`config.mk`:
```
export PLATFORM = sky130hd
export DESIGN_NAME = logit_argmax_flat
export DESIGN_NICKNAME = d
export VERILOG_FILES = /design/src/rtl/logit_argmax_if.sv /design/src/rtl/logit_argmax.sv /design/src/flat_wrapper.sv
export SDC_FILE = /design/constraint.sdc
export NUM_CORES = 1
export LEC_CHECK = 0
export ABC_CLOCK_PERIOD_IN_PS = 4990
export CORE_ASPECT_RATIO = 0.6
export CORE_MARGIN = 2
export CORE_UTILIZATION = 56
export CTS_BUF_LIST = sky130_fd_sc_hd__clkbuf_8 sky130_fd_sc_hd__clkbuf_16
export DETAILED_ROUTE_END_ITERATION = 6
export PLACE_DENSITY_LB_ADDON = 0.05
export SLEW_MARGIN = 15
export SYNTH_ARGS = -nofsm -noshare
export SYNTH_HDL_FRONTEND = slang
export SYNTH_SLANG_ARGS = --single-unit
```
`constraint.sdc`:
```
create_clock -name clk -period 4.99 [get_ports clk]
set_input_delay 1.2475 -clock clk [delete_from_list [all_inputs] [get_ports clk]]
set_output_delay 1.2475 -clock clk [all_outputs]
set_load 0.02 [all_outputs]
```
`src/rtl/logit_argmax_if.sv`:
```
// Logit stream in, argmax result out, between the accumulator side and the argmax block.
interface logit_argmax_if #(
    parameter int IDX_WIDTH = 7
);
    logic                 start;
    logic                 logit_valid;
    logic [15:0]          logit_data;
    logic                 logit_last;
    logic                 busy;
    logic [IDX_WIDTH-1:0] token;
    logic [15:0]          token_max;
    logic                 token_valid;
    logic                 len_error;
    logic                 nan_only;

    modport master (
        output start, logit_valid, logit_data, logit_last,
        input  busy, token, token_max, token_valid, len_error, nan_only
    );

    modport slave (
        input  start, logit_valid, logit_data, logit_last,
        output busy, token, token_max, token_valid, len_error, nan_only
    );
endinterface

```
`src/rtl/logit_argmax.sv`:
```
// Streaming argmax over one FP16 logit per vocabulary token; NaNs are never selected,
// ties keep the lowest index, and short/long streams are flagged.
module logit_argmax #(
    parameter int NUM_TOKENS = 128,
    parameter int IDX_WIDTH  = 7
) (
    input  logic           clk,
    input  logic           reset,
    logit_argmax_if.slave  bus
);
    typedef enum logic [1:0] {
        ST_IDLE = 2'd0,
        ST_SCAN = 2'd1,
        ST_DONE = 2'd2
    } state_e;

    localparam logic [IDX_WIDTH:0] LAST_IDX = (IDX_WIDTH+1)'(NUM_TOKENS - 1);

    state_e               state_q, state_d;
    logic [IDX_WIDTH:0]   cnt_q, cnt_d;
    logic                 have_best_q, have_best_d;
    logic [15:0]          best_key_q, best_key_d;
    logic [15:0]          best_val_q, best_val_d;
    logic [IDX_WIDTH-1:0] best_idx_q, best_idx_d;
    logic [IDX_WIDTH-1:0] token_q, token_d;
    logic [15:0]          token_max_q, token_max_d;
    logic                 len_error_q, len_error_d;
    logic                 nan_only_q, nan_only_d;

    logic [15:0] canon;
    logic [15:0] key;
    logic        is_nan;
    logic        take;

    // Negative zero folds onto +0 so both compare equal and store as 0x0000.
    assign canon  = (bus.logit_data == 16'h8000) ? 16'h0000 : bus.logit_data;
    assign is_nan = (&canon[14:10]) && (|canon[9:0]);
    assign key    = canon[15] ? ~canon : (canon | 16'h8000);
    assign take   = !is_nan && (!have_best_q || (key > best_key_q));

    always_comb begin
        state_d     = state_q;
        cnt_d       = cnt_q;
        have_best_d = have_best_q;
        best_key_d  = best_key_q;
        best_val_d  = best_val_q;
        best_idx_d  = best_idx_q;
        token_d     = token_q;
        token_max_d = token_max_q;
        len_error_d = len_error_q;
        nan_only_d  = nan_only_q;

        case (state_q)
            ST_IDLE: begin
                if (bus.start) begin
                    state_d     = ST_SCAN;
                    cnt_d       = '0;
                    have_best_d = 1'b0;
                end
            end
            ST_SCAN: begin
                if (bus.start) begin
                    cnt_d       = '0;
                    have_best_d = 1'b0;
                end else if (bus.logit_valid) begin
                    cnt_d = cnt_q + 1'b1;
                    if (take) begin
                        have_best_d = 1'b1;
                        best_key_d  = key;
                        best_val_d  = canon;
                        best_idx_d  = cnt_q[IDX_WIDTH-1:0];
                    end
                    // Results are latched on the exit edge so they are visible in DONE.
                    if (bus.logit_last || (cnt_q == LAST_IDX)) begin
                        state_d     = ST_DONE;
                        len_error_d = !(bus.logit_last && (cnt_q == LAST_IDX));
                        nan_only_d  = !have_best_d;
                        if (have_best_d) begin
                            token_d     = best_idx_d;
                            token_max_d = best_val_d;
                        end else begin
                            token_d     = '0;
                            token_max_d = 16'h7E00;
                        end
                    end
                end
            end
            ST_DONE: begin
                if (bus.start) begin
                    state_d     = ST_SCAN;
                    cnt_d       = '0;
                    have_best_d = 1'b0;
                end else begin
                    state_d = ST_IDLE;
                end
            end
            default: state_d = ST_IDLE;
        endcase
    end

    always_ff @(posedge clk) begin
        if (reset) begin
            state_q     <= ST_IDLE;
            cnt_q       <= '0;
            have_best_q <= 1'b0;
            best_key_q  <= '0;
            best_val_q  <= '0;
            best_idx_q  <= '0;
            token_q     <= '0;
            token_max_q <= 16'h0000;
            len_error_q <= 1'b0;
            nan_only_q  <= 1'b0;
        end else begin
            state_q     <= state_d;
            cnt_q       <= cnt_d;
            have_best_q <= have_best_d;
            best_key_q  <= best_key_d;
            best_val_q  <= best_val_d;
            best_idx_q  <= best_idx_d;
            token_q     <= token_d;
            token_max_q <= token_max_d;
            len_error_q <= len_error_d;
            nan_only_q  <= nan_only_d;
        end
    end

    assign bus.busy        = (state_q != ST_IDLE);
    assign bus.token_valid = (state_q == ST_DONE);
    assign bus.token       = token_q;
    assign bus.token_max   = token_max_q;
    assign bus.len_error   = len_error_q;
    assign bus.nan_only    = nan_only_q;
endmodule

```
`src/flat_wrapper.sv`:
```
// flat-port wrapper written by rule: the top's interface ports become plain ports
module logit_argmax_flat 
#(
    parameter int NUM_TOKENS = 128,
    parameter int IDX_WIDTH  = 7
)
  (clk, reset, bus_start, bus_logit_valid, bus_logit_data, bus_logit_last, bus_busy, bus_token, bus_token_max, bus_token_valid, bus_len_error, bus_nan_only);
  logit_argmax_if #(.IDX_WIDTH(IDX_WIDTH)) bus_i ();
  input  logic clk;
  input  logic reset;
  input wire logic [$bits(bus_i.start)-1:0] bus_start;
  input wire logic [$bits(bus_i.logit_valid)-1:0] bus_logit_valid;
  input wire logic [$bits(bus_i.logit_data)-1:0] bus_logit_data;
  input wire logic [$bits(bus_i.logit_last)-1:0] bus_logit_last;
  output wire logic [$bits(bus_i.busy)-1:0] bus_busy;
  output wire logic [$bits(bus_i.token)-1:0] bus_token;
  output wire logic [$bits(bus_i.token_max)-1:0] bus_token_max;
  output wire logic [$bits(bus_i.token_valid)-1:0] bus_token_valid;
  output wire logic [$bits(bus_i.len_error)-1:0] bus_len_error;
  output wire logic [$bits(bus_i.nan_only)-1:0] bus_nan_only;
  assign bus_i.start = bus_start;
  assign bus_i.logit_valid = bus_logit_valid;
  assign bus_i.logit_data = bus_logit_data;
  assign bus_i.logit_last = bus_logit_last;
  assign bus_busy = bus_i.busy;
  assign bus_token = bus_i.token;
  assign bus_token_max = bus_i.token_max;
  assign bus_token_valid = bus_i.token_valid;
  assign bus_len_error = bus_i.len_error;
  assign bus_nan_only = bus_i.nan_only;
  logit_argmax #(.NUM_TOKENS(NUM_TOKENS), .IDX_WIDTH(IDX_WIDTH)) u_core (.clk(clk), .reset(reset), .bus(bus_i));
endmodule
```
---- Word level (Yosys, flattened, before mapping) ----
Cells that the tools add are included.
storage, ports and cells
  flip-flop bits (word level) ............. 75
  output and inout bits ................... 27
  word-level logic and storage cells ...... 68
  bits of input ports ..................... 21
cells by class
  magnitude comparators ................... 1
  bitwise gates (word level) .............. 2
  reductions and logical operators ........ 20
  mux-type cells .......................... 24
  equality and inequality tests ........... 10
  add/subtract/negate cells ............... 1
operators with widths
  cell                                                   number
  2-to-1 mux 16 bit                                      4
  2-to-1 mux 8 bit                                       3
  == test 16 bit, second input constant                  1
  > comparator 16 bit                                    1
  inverter 16 bit                                        1
  one-hot mux 8 bit (2 select lines)                     1
  2-to-1 mux 7 bit                                       2
  AND reduction 4 bit                                    3
  OR reduction 10 bit                                    1
  adder 8 x 1 -> 8 bit, second input constant            1
  == test 8 x 7 -> 1 bit, second input constant          1
  2-to-1 mux 1 bit                                       8
  2-to-1 mux 2 bit                                       4
  inequality test 2 bit, second input constant           3
  one-hot mux 2 bit (3 select lines)                     1
  AND reduction 3 bit                                    2
  AND reduction 5 bit                                    1
  zero test 1 bit                                        4
  inequality test 2 x 1 -> 1 bit, second input constant  2
  nonzero test 2 bit                                     2
  logical AND 1 bit                                      3
  inequality test 3 bit, second input constant           1
  == test 2 x 1 -> 1 bit, second input constant          1
  == test 2 bit, second input constant                   1
  5 further kinds                                        6

---- Longest topological paths before layout ----
Gate-level depths: netlist (run 1).
  depth in word-level cells ............... 14
  depth in mapped cells ................... 14
  mapped depth without buffers ............ 11

---- Worst setup path after synthesis (run 1) ----
Ideal clock, no wire load.
  path type ............................... input-to-reg
  from .................................... input bus_logit_data[11]
  to ...................................... register u_core.token_q[5] (netlist: u_core.bus.token[5])
  cell stages on the path ................. 13
  required time ........................... 4.864 ns
  path slack .............................. 0.962 ns
  data arrival time ....................... 3.902 ns
  library setup time ...................... 0.126 ns
  cell sequence ........................... or4_4 -> o31ai_4 -> buf_6 -> xnor2_1 -> ha_1 -> nand4_1 -> nor4_1 -> o21ai_1 -> and4_1 -> buf_2 -> nor2_4 -> buf_6 -> o211ai_1
between the ends
  longest elaborated chain between the ends .. 12
  elaborated cells between the ends (all ways) .. 17
  classes of those cells .................. 1 x order compare; 1 x eq/ne; 8 x mux; 1 x bitwise; 6 x reduce/logical
RTL lines
  item                    RTL line             source
  start: declaration      flat_wrapper.sv:13   input wire logic [$bits(bus_i.logit_data)-1:0] bus_logit_data;
  == test 16 bit *        logit_argmax.sv:36   assign canon = (bus.logit_data == 16'h8000) ? 16'h0000 : bus.logit_data;
  2-to-1 mux 16 bit *     logit_argmax.sv:36
  inverter 16 bit         logit_argmax.sv:38   assign key = canon[15] ? ~canon : (canon | 16'h8000);
  2-to-1 mux 16 bit *     logit_argmax.sv:38
  via u_core.key[15]      logit_argmax.sv:31   logic [15:0] key;
  > comparator 16 bit *   logit_argmax.sv:39   assign take = !is_nan && (!have_best_q || (key > best_key_q));
  logical OR 1 bit *      logit_argmax.sv:39
  logical AND 1 bit *     logit_argmax.sv:39
  2-to-1 mux 1 bit        logit_argmax.sv:67   if (take) begin
  2-to-1 mux 1 bit        logit_argmax.sv:65   end else if (bus.logit_valid) begin
  2-to-1 mux 1 bit        logit_argmax.sv:62   if (bus.start) begin
  2-to-1 mux 1 bit        logit_argmax.sv:53   case (state_q)
  2-to-1 mux 7 bit *      logit_argmax.sv:78   if (have_best_d) begin
  end signal: assignment  logit_argmax.sv:120  token_q <= token_d;
  end: declaration        logit_argmax.sv:25   logic [IDX_WIDTH-1:0] token_q, token_d;
The timed path passes the listed nets; every way through them passes the cells marked *. The select of a mux whose other input is x is not followed.
A chain may end at the register's enable or synchronous reset.

---- Final worst setup path (run 1) ----
  from .................................... input bus_logit_data[3]
  to ...................................... register u_core.token_max_q[10] (netlist: u_core.bus.token_max[10])
between the ends
  longest elaborated chain between the ends .. 12
  elaborated cells between the ends (all ways) .. 17
  classes of those cells .................. 1 x order compare; 1 x eq/ne; 8 x mux; 1 x bitwise; 6 x reduce/logical
RTL lines
  item                    RTL line             source
  == test 16 bit *        logit_argmax.sv:36
  2-to-1 mux 16 bit *     logit_argmax.sv:36
  inverter 16 bit         logit_argmax.sv:38
  2-to-1 mux 16 bit *     logit_argmax.sv:38
  via u_core.key[14]      logit_argmax.sv:31
  > comparator 16 bit *   logit_argmax.sv:39
  logical OR 1 bit *      logit_argmax.sv:39
  logical AND 1 bit *     logit_argmax.sv:39
  2-to-1 mux 1 bit        logit_argmax.sv:67
  2-to-1 mux 1 bit        logit_argmax.sv:65
  2-to-1 mux 1 bit        logit_argmax.sv:62
  2-to-1 mux 1 bit        logit_argmax.sv:53
  2-to-1 mux 16 bit *     logit_argmax.sv:78
  end signal: assignment  logit_argmax.sv:121  token_max_q <= token_max_d;
  end: declaration        logit_argmax.sv:26   logic [15:0] token_max_q, token_max_d;
Marks and branches as above.

==> key figures, run 1 <==
Synthesis
  – Number of flip-flops and latches in the synthesized netlist: 75
  – Fraction of synthesized cell area in xor and xnor cells: 0.00456
  – Main combinational cell family by area after synthesis: simple AND/OR/NAND/NOR gates
  – Fraction of synthesized area in multiplexers: 0.0352
  – Synthesized-area fraction occupied by ao, oa, aoi and oai cells: 0.209
  – Synth Cell Area: 3840 sq um
  – Ys async rst share: 0
  – Average size of a mapped cell: 8.16 sq um
  – Synthesized instance count: 470
  – Number of flops mapped to enable cells by yosys: 0
  – Yosys warning count: 0
  – Netlist cell types: 50
  – Top-area cell type share of the netlist area: 0.391
  – Dominant synthesized flop cell: sky130_fd_sc_hd__dfxtp_1
  – Post-synthesis net count: 508
  – Adder-cell share of the synthesized area: 0.0554
  – Area contributors post-synth: sky130_fd_sc_hd__dfxtp_1, sky130_fd_sc_hd__a21oi_1, sky130_fd_sc_hd__o21ai_0
  – Area leader, netlist: sky130_fd_sc_hd__dfxtp_1
  – Synthesized-area fraction occupied by and/or/nand/nor cells: 0.228
  – Sequential share of the synthesized area: 0.391

Layout
  – Number of filler instances in the final layout: 529
  – Final design area excluding fillers: 4810 sq um
  – Area grow syn2layout: 25.4%
  – Total inserted antenna cells: 0
  – Fraction of layout instances using a drive strength above 1: 0.109
  – Final net count: 558
  – Layout Cells excl Fill: 612

Floorplan
  – Vertical extent of the die: 68.1 microns
  – Die outline area: 7550 sq um
  – Standard-cell rows: 23
  – Initial core utilization: 0.577
  – Die width: 111 microns
  – Core area: 6650 sq um
  – Number of primary I/O pins: 48

Global route
  – Gr ovfl total: 0
  – Most crowded layer after global routing: met2
  – Global-route wire length before repair: between 15 and 20 mm
  – Number of global-route vias before repair: 3,528
  – Fraction of met1 tracks used by global routing: 0.402
  – Met2 Usage GRT: 0.461
  – Tot GR Track Use: 0.292
  – Met3 track utilization from global routing: 0.0709
  – Initial antenna violation count: 0
  – Pin count of the biggest net entering global routing: 52

Timing
  – Smallest setup slack after layout: 0.244 ns
  – Minimum clock period: 4.75 ns
  – RSZ-0062 raised after global routing: no
  – Number of failing setup endpoints in the final timing report: 0
  – Final clock period utilization by the worst path: 0.951
  – Fmax: approximately 210 MHz
  – Worst relative slew slack: 0.488
  – Final hold violation count: 0
  – Tightest Pin Transition: 0.767 ns
  – Max-slew violations: 0
  – Tightest hold margin: 0.473 ns
  – Worst Skew: 0.00271 ns

Critical path
  – Critical Path End Type: flip-flop
  – R2R depth: 9
  – Crit Path Category: primary input to flip-flop
  – Endpoint arrival time on the critical path: 4.95 ns
  – Critical path data required time: 5.19 ns
  – Critical Path Start Type: primary input
  – Largest driver fanout on the critical path: 13

Clocking
  – Number of buffers inserted by hold repair at cts: 0
  – Number of sinks driven by the clock tree: 75
  – Number of post-CTS setup repair buffers: 0
  – Num CTS Buffers: 9
  – CTS tree: built
  – Buffers from clock root to sink, at most: 2
  – Deepest level of the CTS H-tree: 3
  – Clock Root Buffer: sky130_fd_sc_hd__clkbuf_16
  – # resized after CTS: 0
  – Clock-pin slew reported for the worst setup and hold paths after clock tree synthesis: roughly 0.06 ns
  – Skew-Pair Late Insertion Delay: 0.33 ns

Pwr
  – Power density over the cells: 312 nW/um^2
  – Peak supply drop: about 0.22 mV
  – Pleak: between 1.5 and 2 nW

Detailed routing
  – Remaining antenna violation count after routing: 0
  – First-iteration detailed-routing DRC count: around 340
  – Average via count per standard cell: 6.31
  – Detailed-route wire length per cell: roughly 18 microns
  – DRC violation count after routing: 0
  – Total vias in the final route: 3,861
  – Drt pass-1 iters: 5
  – Final wirelength: about 11 mm

Min path
  – Hold depth: 2
  – Worst hold path type: flip-flop to flip-flop

Placed design
  – Setup WS pre-CTS: -0.110 ns
  – Detailed Place HPWL: 7.12 mm
  – Placed insts: 596
  – Post-DP Area: 4470 sq um
  – Count of input and output buffers: 47
  – Weighted congestion reported at the end of routability-driven placement: 0.923

Status
  – Result of the run: finished, final reports clean

Run
  – MaxCap Viol Count: 0
==> synth_stat cells (2+ instances only) <==
library cell               count
sky130_fd_sc_hd__dfxtp_1      75
sky130_fd_sc_hd__a21oi_1      52
sky130_fd_sc_hd__nand2_1      45
sky130_fd_sc_hd__o21ai_0      44
sky130_fd_sc_hd__nand3_1      33
sky130_fd_sc_hd__nor3_1       26
sky130_fd_sc_hd__nand4_1      23
sky130_fd_sc_hd__ha_1         17
sky130_fd_sc_hd__inv_1        17
sky130_fd_sc_hd__o211ai_1     17
sky130_fd_sc_hd__buf_2        13
sky130_fd_sc_hd__clkbuf_1     13
sky130_fd_sc_hd__nor2_1       12
sky130_fd_sc_hd__mux2i_1      11
sky130_fd_sc_hd__a31oi_1       7
sky130_fd_sc_hd__and3_1        7
sky130_fd_sc_hd__buf_6         6
sky130_fd_sc_hd__buf_4         5
sky130_fd_sc_hd__nor2b_1       4
sky130_fd_sc_hd__a211oi_1      3
sky130_fd_sc_hd__nor4_1        3
sky130_fd_sc_hd__a21o_1        2
sky130_fd_sc_hd__a311oi_1      2
sky130_fd_sc_hd__and2_1        2
sky130_fd_sc_hd__nand2b_1      2
sky130_fd_sc_hd__nand3b_1      2
sky130_fd_sc_hd__o211a_1       2
sky130_fd_sc_hd__o21a_1        2
sky130_fd_sc_hd__xnor2_1       2
==> area by class of cell <==
class / instances / area [sq um] / area share
Tap cell: 87 / 109 / 0.0226
Timing Repair Buffer: 78 / 753 / 0.157
Sequential cell: 75 / 1500 / 0.312
Inverter: 17 / 63.8 / 0.0133
Clock inverter: 5 / 76.3 / 0.0159
Clock buffer: 11 / 253 / 0.0525
Multi-Input combinational cell: 339 / 2050 / 0.427
==> per-stage QoR <==
stage	setup TNS (ns)	util	total power, W
after floorplan	0	-	0.000727
after global placement	0	0.672	0.000794
after detailed placement	-2.82	0.672	0.000796
after CTS	0	0.722	0.00151
after global routing	0	0.724	0.00155
final	0	0.724	0.00150
==> worst paths after layout <==
kind | from | to | slack [ns]
hold / removal | u_core.bus.token[2] | u_core.bus.token[2] | 0.47
setup reg to reg | u_core.best_key_q[14] | u_core.bus.token_max[10] | 2.57
hold reg to reg | u_core.bus.token[2] | u_core.bus.token[2] | 0.47
setup / recovery | bus_logit_data[3] | u_core.bus.token_max[10] | 0.24
==> report_power, final <==
part	total [W]	internal [W]	switching (W)
combinational	0.000168	0.0000729	0.0000951
clock	0.000715	0.000463	0.000251
sequential	0.000621	0.000612	0.00000861
==> cell families after synthesis <==
kind of cell               Yosys count
DFF                                 75
AOI/OAI and AO/OA                  137
adders and majority gates           17
and+or+nand+nor                    170
xor gates and xnor gates             2
buffers and inverters               56
muxes                               13
==> critical path, stage by stage <==
cell	delay [ns]
sky130_fd_sc_hd__clkdlybuf4s50_1	0.44
sky130_fd_sc_hd__nor4_2	0.43
sky130_fd_sc_hd__nand3_1	0.27
sky130_fd_sc_hd__o31ai_4	0.31
sky130_fd_sc_hd__buf_4	0.19
sky130_fd_sc_hd__mux2i_1	0.10
sky130_fd_sc_hd__ha_1	0.34
sky130_fd_sc_hd__nand4_1	0.17
sky130_fd_sc_hd__nor4_2	0.36
sky130_fd_sc_hd__o21ai_1	0.13
sky130_fd_sc_hd__and4_1	0.34
sky130_fd_sc_hd__buf_4	0.24
sky130_fd_sc_hd__o21ai_0	0.24
sky130_fd_sc_hd__a31oi_1	0.12
==> registers in the layout, indices dropped and copies added, names as in the netlist <==
signal / cells
u_core.bus.token: 7
u_core.best_idx_q: 7
u_core.bus.len_error: 1
u_core.best_val_q: 16
u_core.bus.token_max: 16
u_core.bus.nan_only: 1
u_core.state_q: 2
u_core.cnt_q: 8
u_core.have_best_q: 1
u_core.best_key_q: 16
==> cells in the final DEF (no fill, tap or decap), drive strengths merged, types with 2 or more instances in the layout <==
cell type and instances:
ha 17, o211ai 17, a21o 2, o21a 2, a21oi 52, nand3b 2, bufinv 2, nor3 26
o31ai 2, o211a 2, dfxtp 75, nand2 45, nor2 14, and3 7, o21ai 45, nand3 34
a311oi 2, inv 20, a31oi 7, clkdlybuf4s50 47, nand2b 3, and2 2, nor4 3, buf 31
a211oi 3, nor2b 4, clkbuf 11, xnor2 2, nand4 23, mux2i 12
==> metal layers <==
layer / up-vias / part of all wire / wire (microns)
met5: - / 0 / 0
met1: 1848 / 0.47 / 5100
met2: 179 / 0.43 / 4610
met3: 16 / 0.084 / 908
met4: 0 / 0.013 / 142
li1: 1818 / - / -
No activity file was read; power rests on OpenSTA's default activity.
==> inputs of run 2 (changes only) <==
--- a/config.mk
+++ b/config.mk
@@ -6,8 +6,7 @@
 export NUM_CORES = 1
 export LEC_CHECK = 0
 export ABC_CLOCK_PERIOD_IN_PS = 4990
-export CORE_ASPECT_RATIO = 0.6
-export CORE_MARGIN = 2
+export CORE_ASPECT_RATIO = 0.9
 export CORE_UTILIZATION = 56
 export CTS_BUF_LIST = sky130_fd_sc_hd__clkbuf_8 sky130_fd_sc_hd__clkbuf_16
 export DETAILED_ROUTE_END_ITERATION = 6
==> key figures, run 2 (synthesis gave the netlist of run 1 again) <==
Min path
  – Worst hold path type: flip-flop to flip-flop
  – Worst Hold End: u_core.bus.token[5]
  – Hold_sp: u_core.bus.token[5]
  – Hold depth: 2 (unchanged)

Layout
  – Total inserted antenna cells: 0 (unchanged)
  – Area grow syn2layout: 21.2%
  – Sequential standard cell area: 1500 sq um (unchanged)
  – Most common cell after layout, fill and taps aside: sky130_fd_sc_hd__dfxtp_1
  – Final design area excluding fillers: 4650 sq um (-3.3%)
  – Number of filler instances in the final layout: 591 (+12%)
  – Final net count: 552 (-1.1%)
  – Most frequent cells in the layout: sky130_fd_sc_hd__dfxtp_1, sky130_fd_sc_hd__a21oi_1, sky130_fd_sc_hd__clkdlybuf4s50_1
  – Fraction of layout instances using a drive strength above 1: 0.100 (-0.00838)
  – Footprint of the multi-input gates: 2050 sq um (-0.24%)

Timing
  – Number of failing setup endpoints in the final timing report: 0 (unchanged)
  – Final clock period utilization by the worst path: 0.932 (-0.0193)
  – Tightest Pin Transition: 0.855 ns (+0.0885 ns)
  – Worst relative slew slack: 0.429 (-0.0597)
  – Smallest setup slack after layout: 0.341 ns (+0.0963 ns)
  – Setup TNS: 0 ns (unchanged)
  – RSZ-0062 raised after global routing: no
  – Fmax: 215 MHz (+2.1%)
  – Max-slew violations: 0 (unchanged)
  – Minimum clock period: 4.65 ns (-0.0963 ns)
  – Final hold violation count: 0 (unchanged)
  – Worst Skew: 0.0113 ns (+0.00862 ns)

Critical path
  – Critical Path Start Type: primary input
  – Reg-to-reg startpoint: u_core.state_q[0]
  – Largest driver fanout on the critical path: 22 (+9)
  – Combined buffer and inverter count along the critical path: 3 (unchanged)
  – Critical path data required time: 5.22 ns (+0.03 ns)
  – Sequence of cells on the critical path: clkdlybuf4s50_1, nor4_1, nand3_1, o31ai_4, buf_4, mux2i_1, ha_1, nand4_1, nor4_2, o21ai_1, and4_1, buf_4, o21ai_0, a31oi_1
  – R2R depth: 6 (-3)
  – Crit-path max cell delay: 0.43 ns (about the same)
  – Reg-to-reg slack, setup: 2.45 ns (-0.12 ns)
  – Largest delay share family, worst path: simple AND/OR/NAND/NOR gates
  – Critical-path top delay cell: sky130_fd_sc_hd__clkdlybuf4s50_1
  – Endpoint arrival time on the critical path: 4.88 ns (-0.07 ns)
  – Reg2Reg Capture Point: u_core.best_val_q[0]
  – Crit Path Category: primary input to flip-flop
  – Crit-path most repeated cell: sky130_fd_sc_hd__buf_4
  – Critical Path End Type: flip-flop

Detailed routing
  – Drt pass-1 iters: 4 (-1)
  – First-iteration detailed-routing DRC count: 294 (-14%)
  – Detailed-route wire length per cell: 15.8 microns (-10%)
  – Average via count per standard cell: 5.98 (-5.2%)
  – DRC violation count after routing: 0 (unchanged)
  – Total vias in the final route: 3,642 (-5.7%)
  – Final wirelength: 9.63 mm (-10%)
  – Remaining antenna violation count after routing: 0 (unchanged)

Global route
  – Number of global-route vias before repair: 3,310 (-6.2%)
  – Pin count of the biggest net entering global routing: 52 (unchanged)
  – Tot GR Track Use: 0.284 (-0.00857)
  – Met2 Usage GRT: 0.468 (+0.00705)
  – Met3 track utilization from global routing: 0.0802 (+0.00931)
  – Global-route wire length before repair: 15.6 mm (-11%)
  – Gr ovfl total: 0 (unchanged)
  – Fraction of met1 tracks used by global routing: 0.367 (-0.0350)
  – Most crowded layer after global routing: met2
  – Initial antenna violation count: 0 (unchanged)

Clocking
  – CTS tree: built
  – Skew-Pair Late Insertion Delay: 0.35 ns (+0.02 ns)
  – Clock Root Buffer: sky130_fd_sc_hd__clkbuf_8
  – Num CTS Buffers: 9 (unchanged)
  – Buffers from clock root to sink, at most: 2 (unchanged)
  – Deepest level of the CTS H-tree: 3 (unchanged)
  – Number of buffers inserted by hold repair at cts: 0 (unchanged)
  – Number of sinks driven by the clock tree: 75 (unchanged)
  – Clock-pin slew reported for the worst setup and hold paths after clock tree synthesis: 0.08 ns (+0.02 ns)

Placed design
  – Setup WS pre-CTS: -0.117 ns (-0.00711 ns)
  – Detailed Place HPWL: 6.20 mm (-13%)
  – Weighted congestion reported at the end of routability-driven placement: 0.920 (-0.35%)
  – Post-DP Area: 4380 sq um (-1.9%)
  – Count of input and output buffers: 47 (unchanged)

Pwr
  – Power density over the cells: 290 nW/um^2 (-7.3%)
  – Pleak: 1.66 nW (-5.0%)
  – Peak supply drop: 0.212 mV (-3.0%)

Status
  – Result of the run: finished, final reports clean

Floorplan
  – Die outline area: 7190 sq um (-4.8%)
  – Vertical extent of the die: 80.5 microns (+18%)
  – Die width: 89.3 microns (-19%)
  – Number of primary I/O pins: 48 (unchanged)
  – Initial core utilization: 0.583 (+0.00537)
  – Core area: 6590 sq um (-0.92%)
  – Standard-cell rows: 28 (+22%)

Run
  – MaxCap Viol Count: 0 (unchanged)
run 2: area by class of cell:
| type | count | share of cell area |
|---|---|---|
| Multi-Input combinational cell | 339 | 0.441 |
| Sequential cell | 75 | 0.323 |
| Timing Repair Buffer | 72 | 0.147 |
| Clock buffer | 9 | 0.0266 |
| Clock inverter | 7 | 0.0250 |
| Tap cell | 90 | 0.0242 |
| Inverter | 17 | 0.0137 |
run 2: tightest hold or removal path: stages, from the launching register on:
cell	delay [ns]
sky130_fd_sc_hd__dfxtp_1	0.33
sky130_fd_sc_hd__nand2_1	0.05
sky130_fd_sc_hd__o211ai_1	0.06
run 2: power breakdown:
group | leakage, nW | switching [W] | internal, W
Sequential | 0.607 | 0.00000811 | 0.000611
Combinational | 0.924 | 0.0000905 | 0.0000698
Clock | 0.125 | 0.000235 | 0.000332
Total | 1.66 | 0.000333 | 0.00101
run 2: per-stage QoR:
stage,total power (W),hold WS (ns),utilization,std cells
2_1_floorplan,0.000727,0.450,-,470
3_3_place_gp,0.000785,0.451,0.665,592
3_5_place_dp,0.000788,0.458,0.665,592
4_1_cts,0.00135,0.477,0.702,608
5_1_grt,0.00140,0.489,0.706,609
6_report,0.00135,0.474,0.706,609
run 2: what timing repair did:
action / CTS / global route
setup buffers: 0 / 1
hold endpoints to repair: 0 / 0
gates resized for setup: 0 / 2
endpoints found under the setup margin: 0 / 28
run 2: worst max path at each step:
stage / startpoint / to / slack, ns / cells after the start
floorplan: bus_logit_data[11] / u_core.bus.token[5] / 0.96 / 13
global placement: bus_logit_data[3] / u_core.bus.token_max[12] / 0.12 / 13
detailed placement: bus_logit_data[3] / u_core.bus.token_max[3] / -0.12 / 13
CTS: bus_logit_data[3] / u_core.bus.token_max[3] / 0.27 / 13
global route: bus_logit_data[3] / u_core.bus.token_max[11] / 0.02 / 14
finish: bus_logit_data[3] / u_core.bus.token_max[13] / 0.34 / 14
run 2: routing by layer:
metal,part of all wire,vias to the layer above
li1,-,1796
met1,0.46,1742
met3,0.044,6
met2,0.49,98
met5,0,-
met4,0.0069,0
